## config.mk

```make
export PLATFORM = sky130hd
export DESIGN_NAME = lane_gather
export DESIGN_NICKNAME = d
export VERILOG_FILES = /design/src/rtl/lake_lane_pkg.sv /design/src/rtl/lane_fifo.sv /design/src/rtl/lane_gather.sv
export SDC_FILE = /design/constraint.sdc
export NUM_CORES = 1
export LEC_CHECK = 0
export CORE_MARGIN = 8
export CORE_UTILIZATION = 50
export CTS_CLUSTER_DIAMETER = 30
export DETAILED_ROUTE_END_ITERATION = 6
export PLACE_DENSITY = 0.8
export SETUP_SLACK_MARGIN = 0.5
export SYNTH_ARGS = -nofsm -noshare
export SYNTH_HDL_FRONTEND = slang
export SYNTH_SLANG_ARGS = --single-unit
```

## constraint.sdc

```tcl
create_clock -name clk -period 2.7 [get_ports clk]
set_input_delay 0.54 -clock clk [delete_from_list [all_inputs] [get_ports clk]]
set_output_delay 0.54 -clock clk [all_outputs]
set_load 0.1 [all_outputs]
```

## src/rtl/lake_lane_pkg.sv

```systemverilog
// rtl/lake_lane_pkg.sv - shared defaults and width helper for the lane gather block
package lake_lane_pkg;

    localparam int DEF_NUM_LANES  = 2;
    localparam int DEF_LANE_WIDTH = 1;
    localparam int DEF_DEPTH      = 2;

    // One extra bit so a full FIFO (count == DEPTH) is representable.
    function automatic int count_width(input int depth);
        return $clog2(depth) + 1;
    endfunction

endpackage

```

## src/rtl/lane_fifo.sv

```systemverilog
// rtl/lane_fifo.sv - single-lane FIFO with registered accept flag, flush and occupancy count
module lane_fifo
    import lake_lane_pkg::*;
#(
    parameter int LANE_WIDTH = DEF_LANE_WIDTH,
    parameter int DEPTH      = DEF_DEPTH,
    localparam int CW        = count_width(DEPTH),
    localparam int PW        = $clog2(DEPTH)
) (
    input  logic                  clk,
    input  logic                  rst_n,
    input  logic                  flush,
    input  logic                  push_valid,
    input  logic [LANE_WIDTH-1:0] push_data,
    output logic                  push_ready,
    input  logic                  pop,
    output logic [LANE_WIDTH-1:0] head_data,
    output logic [CW-1:0]         count,
    output logic                  empty
);

    localparam logic [CW-1:0] DEPTH_C = CW'(DEPTH);

    logic [LANE_WIDTH-1:0] mem [DEPTH];
    logic [PW-1:0]         wr_ptr;
    logic [PW-1:0]         rd_ptr;
    logic                  ready_q;
    logic                  push_fire;
    logic [CW-1:0]         count_next;

    // ready_q is held low through reset and only reflects the count afterwards,
    // so a lane that is full this cycle refuses data even if it is popped.
    assign push_ready = ready_q;
    assign push_fire  = push_valid & ready_q;
    assign head_data  = mem[rd_ptr];
    assign empty      = (count == '0);

    always_comb begin
        count_next = count;
        if (push_fire && !pop) begin
            count_next = count + 1'b1;
        end else if (!push_fire && pop) begin
            count_next = count - 1'b1;
        end
    end

    always_ff @(posedge clk) begin
        if (!rst_n) begin
            wr_ptr  <= '0;
            rd_ptr  <= '0;
            count   <= '0;
            ready_q <= 1'b0;
        end else if (flush) begin
            wr_ptr  <= '0;
            rd_ptr  <= '0;
            count   <= '0;
            ready_q <= 1'b1;
        end else begin
            if (push_fire) begin
                wr_ptr <= wr_ptr + 1'b1;
            end
            if (pop) begin
                rd_ptr <= rd_ptr + 1'b1;
            end
            count   <= count_next;
            ready_q <= (count_next != DEPTH_C);
        end
    end

    // Storage is not reset; stale contents are unreachable once pointers clear.
    always_ff @(posedge clk) begin
        if (rst_n && !flush && push_fire) begin
            mem[wr_ptr] <= push_data;
        end
    end

endmodule

```

## src/rtl/lane_gather.sv

```systemverilog
// rtl/lane_gather.sv - joins per-lane FIFOs into one packed word popped in lockstep
module lane_gather
    import lake_lane_pkg::*;
#(
    parameter int NUM_LANES  = DEF_NUM_LANES,
    parameter int LANE_WIDTH = DEF_LANE_WIDTH,
    parameter int DEPTH      = DEF_DEPTH,
    localparam int CW        = count_width(DEPTH)
) (
    input  logic                            clk,
    input  logic                            rst_n,
    input  logic                            i_flush,
    input  logic [NUM_LANES*LANE_WIDTH-1:0] i_lane_data,
    input  logic [NUM_LANES-1:0]            i_lane_valid,
    output logic [NUM_LANES-1:0]            o_lane_ready,
    output logic [NUM_LANES*LANE_WIDTH-1:0] o_data_out,
    output logic                            o_valid,
    input  logic                            i_ready,
    output logic [NUM_LANES*CW-1:0]         o_occupancy
);

    logic [NUM_LANES-1:0] lane_empty;
    logic                 pop;

    assign o_valid = &(~lane_empty);
    assign pop     = o_valid & i_ready;

    for (genvar k = 0; k < NUM_LANES; k++) begin : g_lane
        lane_fifo #(
            .LANE_WIDTH (LANE_WIDTH),
            .DEPTH      (DEPTH)
        ) u_fifo (
            .clk        (clk),
            .rst_n      (rst_n),
            .flush      (i_flush),
            .push_valid (i_lane_valid[k]),
            .push_data  (i_lane_data[k*LANE_WIDTH +: LANE_WIDTH]),
            .push_ready (o_lane_ready[k]),
            .pop        (pop),
            .head_data  (o_data_out[k*LANE_WIDTH +: LANE_WIDTH]),
            .count      (o_occupancy[k*CW +: CW]),
            .empty      (lane_empty[k])
        );
    end

endmodule

```

==> results.toml, run 1 <==
[sta]
fin_crit_sh = 0.688
holdWs_ps = 526
tightestPinTransition_ps = 489
max_freq_mhz = 538
hold_viol_final = 0
setup_violations = 0
slew_headroom = 0.674
rsz0062_at_grt = "false"
period_minus_slack_ps = 1860
fin_skew_ps = 3.89
maxSlewViolCount = 0
tns_ps = 0

[routing]
route.met3.wl_um = 68
wl_mm = 1.14
met1Wirelength_um = 500
drt_iter0_markers = 8
first_pass_iters = 4
met2_length_um = 560
viasPerCell = 5.01
vias = 491
top_layer = "met4"
post_drt_wl_per_cell_um = 11.7
detail-route-antenna-nets = 0
drc_errors = 0

[global_route]
grt_max_degree = 15
grt_pass1_vias = 502
grt_usage = 0.0927
overflow = 0
grt_pass1_wl_mm = 2.01
grt_antenna_before_repair = 0

[hold_path]
hold_class = "reg2reg"
holdPathStages = 2

[floorplanning]
core_sq_um = 1320
io_pins = 17
initial_core_util = 0.542
die_width_um = 53.8
die_y_um = 53.8
dieArea_sq_um = 2890
rows = 13

[power_and_ir_drop]
p_int_mw = 0.359
peakVddDrop_uv = 316
pwr-share-clk = 0.318
powerDensity_nw_per_um2 = 546
p_switching_mw = 0.123
pwr-share-seq = 0.527
comb_power_share = 0.155
p_leak_nw = 0.318
p_sw_frac = 0.254

[clock_network]
cts_made_buffers = 3
h-tree-depth = 1
cts_setup_buffers = 0
cts_resized = 0
cts_num_sinks = 16
max-clock-path-buffers = 2
path_clk_slew_ps = 90
tritoncts = "yes"
cts_root_buf = "clkbuf_4"
postCtsHoldBufs = 0
clock_latency_ps = 280

[critical_path]
end_kind = "output pin"
worstPathArrival_ps = 1320
reg2reg_depth = 7
start_kind = "register"
cp.required_ps = 2160
critPathKind = "reg2out"
critPathMaxFanout = 3

[cells_and_area]
fillers = 102
drive_above_1_share = 0.277
diodes = 0
fin_nets = 94
synthToLayoutAreaGrowth_pct = 23.5
final_cell_mix = "buf_4 (10), nor2_1 (8), dfxtp_1 (8)"
final_common_cell = "buf_4"

[run]
drv_cap = 0

[synth]
ys_types = 21
yosys.area.top_type = "dfxtp_1"
avgSynthCellArea_sq_um = 10.5
syn_area_sq_um = 714
syn_inst = 68
synth_area_leaders = "dfxtp_1 (34%), edfxtp_1 (17%), xnor2_1 (8.6%), nor2_1 (4.7%), buf_4 (4.2%)"
synth_top_area_share = 0.336
seq_area_frac_synth = 0.504
synth_warnings = 0
synth-seq-cells = 16
syn_nets = 78

[placement]
gp_congestion = 0.780
dp_hpwl_um = 931
portBuffers = 16

[status]
outcome = "finished, final reports clean"
area by class of cell:
cell class	count	area [sq um]	area share
Tap cell	15	18.8	0.0213
Multi-Input combinational cell	40	294	0.333
Sequential cell	16	365	0.414
Inverter	6	22.5	0.0255
Timing Repair Buffer	17	145	0.165
Clock buffer	4	36.3	0.0411
final timing paths:
| check | slack (ps) | startpoint | endpoint |
|---|---|---|---|
| min | 530 | g_lane[1].u_fifo.rd_ptr$_SDFFE_PP0P_ | register |
| max | 840 | g_lane[0].u_fifo.count[0]$_SDFF_PP0_ | o_valid |
| min reg2reg | 530 | g_lane[1].u_fifo.rd_ptr$_SDFFE_PP0P_ | register |
| max reg2reg | 970 | g_lane[0].u_fifo.count[0]$_SDFF_PP0_ | g_lane[0].u_fifo.push_ready$_SDFF_PN0_ |
kinds of logic after synthesis:
| logic type | count (synthesis) | synth area share |
|---|---|---|
| AOI/OAI and AO/OA | 6 | 0.0631 |
| adders and majority gates | 2 | 0.0350 |
| DFF | 16 | 0.504 |
| buffers and inverters | 12 | 0.0946 |
| and+or+nand+nor | 21 | 0.151 |
| xor gates and xnor gates | 9 | 0.121 |
| muxes | 2 | 0.0315 |
power by group through the flow:
stage / Clock [mW] / Sequential (mW) / Combinational [mW]
floorplan: 0 / 0.269 / 0.0469
detailed placement: 0 / 0.259 / 0.0751
CTS: 0.160 / 0.254 / 0.0754
finish: 0.153 / 0.254 / 0.0748
global route: 0.167 / 0.254 / 0.0807
global placement: 0 / 0.259 / 0.0743
critical path, stage by stage (launching register included):
cell,delay (ps)
dfxtp_2,360
inv_1,50
ha_1,240
nor2_4,110
buf_4,280
per-layer routing:
| layer | track usage | up-vias |
|---|---|---|
| met5 | 0 | - |
| met4 | 0.0504 | 0 |
| met3 | 0.0331 | 2 |
| met2 | 0.147 | 11 |
| met1 | 0.107 | 228 |
| li1 | - | 250 |
through the flow:
stage	util	area (sq um)	cells	setup WS (ps)	total power [mW]
4_1_cts	0.670	882	98	812	0.489
5_1_grt	0.670	882	98	761	0.502
3_5_place_dp	0.642	846	94	654	0.334
6_report	0.670	882	98	841	0.482
2_1_floorplan	-	727	68	631	0.316
3_3_place_gp	0.642	846	94	652	0.334
cells in the mapped netlist:
cell type / number
nor3b_2: 1
ha_1: 2
mux2_2: 2
buf_4: 4
clkbuf_1: 1
nand2_1: 2
nor3_1: 4
nand2b_1: 1
nor3b_1: 2
a221oi_1: 2
edfxtp_1: 4
buf_6: 1
o31a_1: 2
nor2_1: 9
xor2_1: 1
a21oi_1: 2
inv_1: 6
nor2b_1: 2
dfxtp_1: 12
xor2_2: 1
xnor2_1: 7
Note: power is estimated with default switching activity, not from simulation.
==> inputs of run 2 (changes only) <==
--- a/config.mk
+++ b/config.mk
@@ -6,10 +6,10 @@
 export NUM_CORES = 1
 export LEC_CHECK = 0
 export CORE_MARGIN = 8
-export CORE_UTILIZATION = 50
+export CORE_UTILIZATION = 46
 export CTS_CLUSTER_DIAMETER = 30
 export DETAILED_ROUTE_END_ITERATION = 6
-export PLACE_DENSITY = 0.8
+export PLACE_DENSITY = 0.75
 export SETUP_SLACK_MARGIN = 0.5
 export SYNTH_ARGS = -nofsm -noshare
 export SYNTH_HDL_FRONTEND = slang
==> constraint.sdc (replaced) <==
create_clock -name clk -period 1.8 [get_ports clk]
set_input_delay 0.36 -clock clk [delete_from_list [all_inputs] [get_ports clk]]
set_output_delay 0.36 -clock clk [all_outputs]
set_load 0.1 [all_outputs]
==> results.toml, run 2 (same netlist as run 1, synthesis figures left out) <==
[cells_and_area]
final_common_cell = "buf_4"
final_util = 0.850
diodes = 0
fin_nets = 108
fillers = 76
final_cell_mix = "buf_4 (10), buf_12 (9), nor2_1 (8)"
synthToLayoutAreaGrowth_pct = 77.1
drive_above_1_share = 0.598

[routing]
viasPerCell = 5.18
drt_iter0_markers = 5
drc_errors = 0
post_drt_wl_per_cell_um = 17.3
first_pass_iters = 4
detail-route-antenna-nets = 0
vias = 585
wl_mm = 1.95

[status]
outcome = "finished, final reports clean"

[power_and_ir_drop]
p_leak_nw = 0.493
peakVddDrop_uv = 684
powerDensity_nw_per_um2 = 631

[critical_path]
critPathMaxStageDelay_ps = 370
reg2reg_depth = 7
worstReg2RegStart = "g_lane[0].u_fifo.count[0]$_SDFF_PP0_"
worstPathArrival_ps = 1790
cp_num_buf_inv = 2
crit_slowest_cell = "dfxtp_4"
r2r_slack_ps = 190
end_kind = "register"
critPathKind = "reg2reg"
cp.required_ps = 1990
worstPathCellList = "inv_2 > ha_4 > nor3b_4 > buf_6 > xor2_4 > xnor2_1 > o31a_1"
r2r-end = "g_lane[0].u_fifo.push_ready$_SDFF_PN0_"
cp_top_family = "flip-flops"
start_kind = "register"
critPathMaxFanout = 6

[sta]
setup_violations = 0
fin_skew_ps = 9.99
holdWs_ps = 558
max_freq_mhz = 623
tns_ps = 0
slew_headroom = 0.805
maxSlewViolCount = 0
hold_viol_final = 0
rsz0062_at_grt = "true"
fin_crit_sh = 0.892
period_minus_slack_ps = 1610
tightestPinTransition_ps = 291

[global_route]
grt_pass1_vias = 623
grt_max_degree = 10
grt_antenna_before_repair = 0
grt_pass1_wl_mm = 2.74
overflow = 0
grt_usage = 0.110

[placement]
portBuffers = 16
dp_hpwl_mm = 1.11
gp_congestion = 0.763

[clock_network]
clock_latency_ps = 300
path_clk_slew_ps = 90
max-clock-path-buffers = 2
tritoncts = "yes"
h-tree-depth = 1
cts_root_buf = "clkbuf_4"
postCtsHoldBufs = 0
cts_made_buffers = 3
cts_num_sinks = 16

[floorplanning]
die_y_um = 55.4
dieArea_sq_um = 3070
rows = 14
io_pins = 17
core_sq_um = 1490
initial_core_util = 0.480
die_width_um = 55.4

[run]
drv_cap = 0

[hold_path]
hold_path.startpoint = "g_lane[0].u_fifo.rd_ptr$_SDFFE_PP0P_"
holdPathStages = 2
hold_class = "reg2reg"
-- run 2: cell types whose count changed in the layout (fill, tap and decap cells not counted), sizes merged --
| cell | previous run | this run |
|---|---|---|
| buf | 10 | 24 |
| clkdlybuf4s50 | 7 | 6 |
| dlymetal6s2s | 0 | 1 |
-- run 2: timing repair --
| item | in CTS | in global routing |
|---|---|---|
| gates resized for setup | 12 | 15 |
| pin swaps | 6 | 1 |
| setup endpoints to repair | 15 | 23 |
| setup buffers | 6 | 3 |
-- run 2: cell type report --
class	instances	area, sq um	area share
tap	16	20.0	0.0158
clock buffer	4	36.3	0.0287
multi-input combinational	40	420	0.332
timing repair buffer	31	384	0.304
inverter	6	25.0	0.0198
sequential	16	379	0.300
-- run 2: worst max path at each step --
stage	startpoint	end	slack, ps	depth (start not counted)
finish	g_lane[0].u_fifo.count[0]$_SDFF_PP0_	g_lane[0].u_fifo.push_ready$_SDFF_PN0_	190	7
detailed placement	i_ready	g_lane[0].u_fifo.push_ready$_SDFF_PN0_	-60	6
global placement	i_ready	g_lane[0].u_fifo.push_ready$_SDFF_PN0_	-40	6
floorplan	g_lane[1].u_fifo.count[1]$_SDFF_PP0_	g_lane[0].u_fifo.push_ready$_SDFF_PN0_	30	7
CTS	g_lane[0].u_fifo.count[1]$_SDFF_PP0_	g_lane[0].u_fifo.push_ready$_SDFF_PN0_	220	7
global route	g_lane[0].u_fifo.count[0]$_SDFF_PP0_	g_lane[0].u_fifo.push_ready$_SDFF_PN0_	130	7
-- run 2: metrics by stage --
step	worst slack, ps	area, sq um	total power [mW]	instances
6_report	194	1260	0.799	113
5_1_grt	129	1260	0.824	113
4_1_cts	225	1180	0.778	110
3_5_place_dp	-58.1	1040	0.529	100
3_3_place_gp	-36.2	1040	0.526	100
2_1_floorplan	27.9	771	0.475	68
-- run 2: where the power goes --
part	internal, mW	switching [mW]	leakage [nW]
Combinational	0.0776	0.0936	0.334
Sequential	0.371	0.00856	0.138
Clock	0.123	0.124	0.0210
Total	0.572	0.226	0.493
-- run 2: layer usage --
layer / wire, um / global-route usage / up-vias
met5: 0 / 0 / -
met4: 57 / 0.0634 / 0
met1: 816 / 0.119 / 288
met2: 1010 / 0.181 / 12
met3: 67 / 0.0365 / 4
li1: - / - / 281
-- run 2: tightest hold or removal path: stages (launching register included) --
cell,delay (ps)
dfxtp_1,360
xnor2_2,90
nor2_1,80
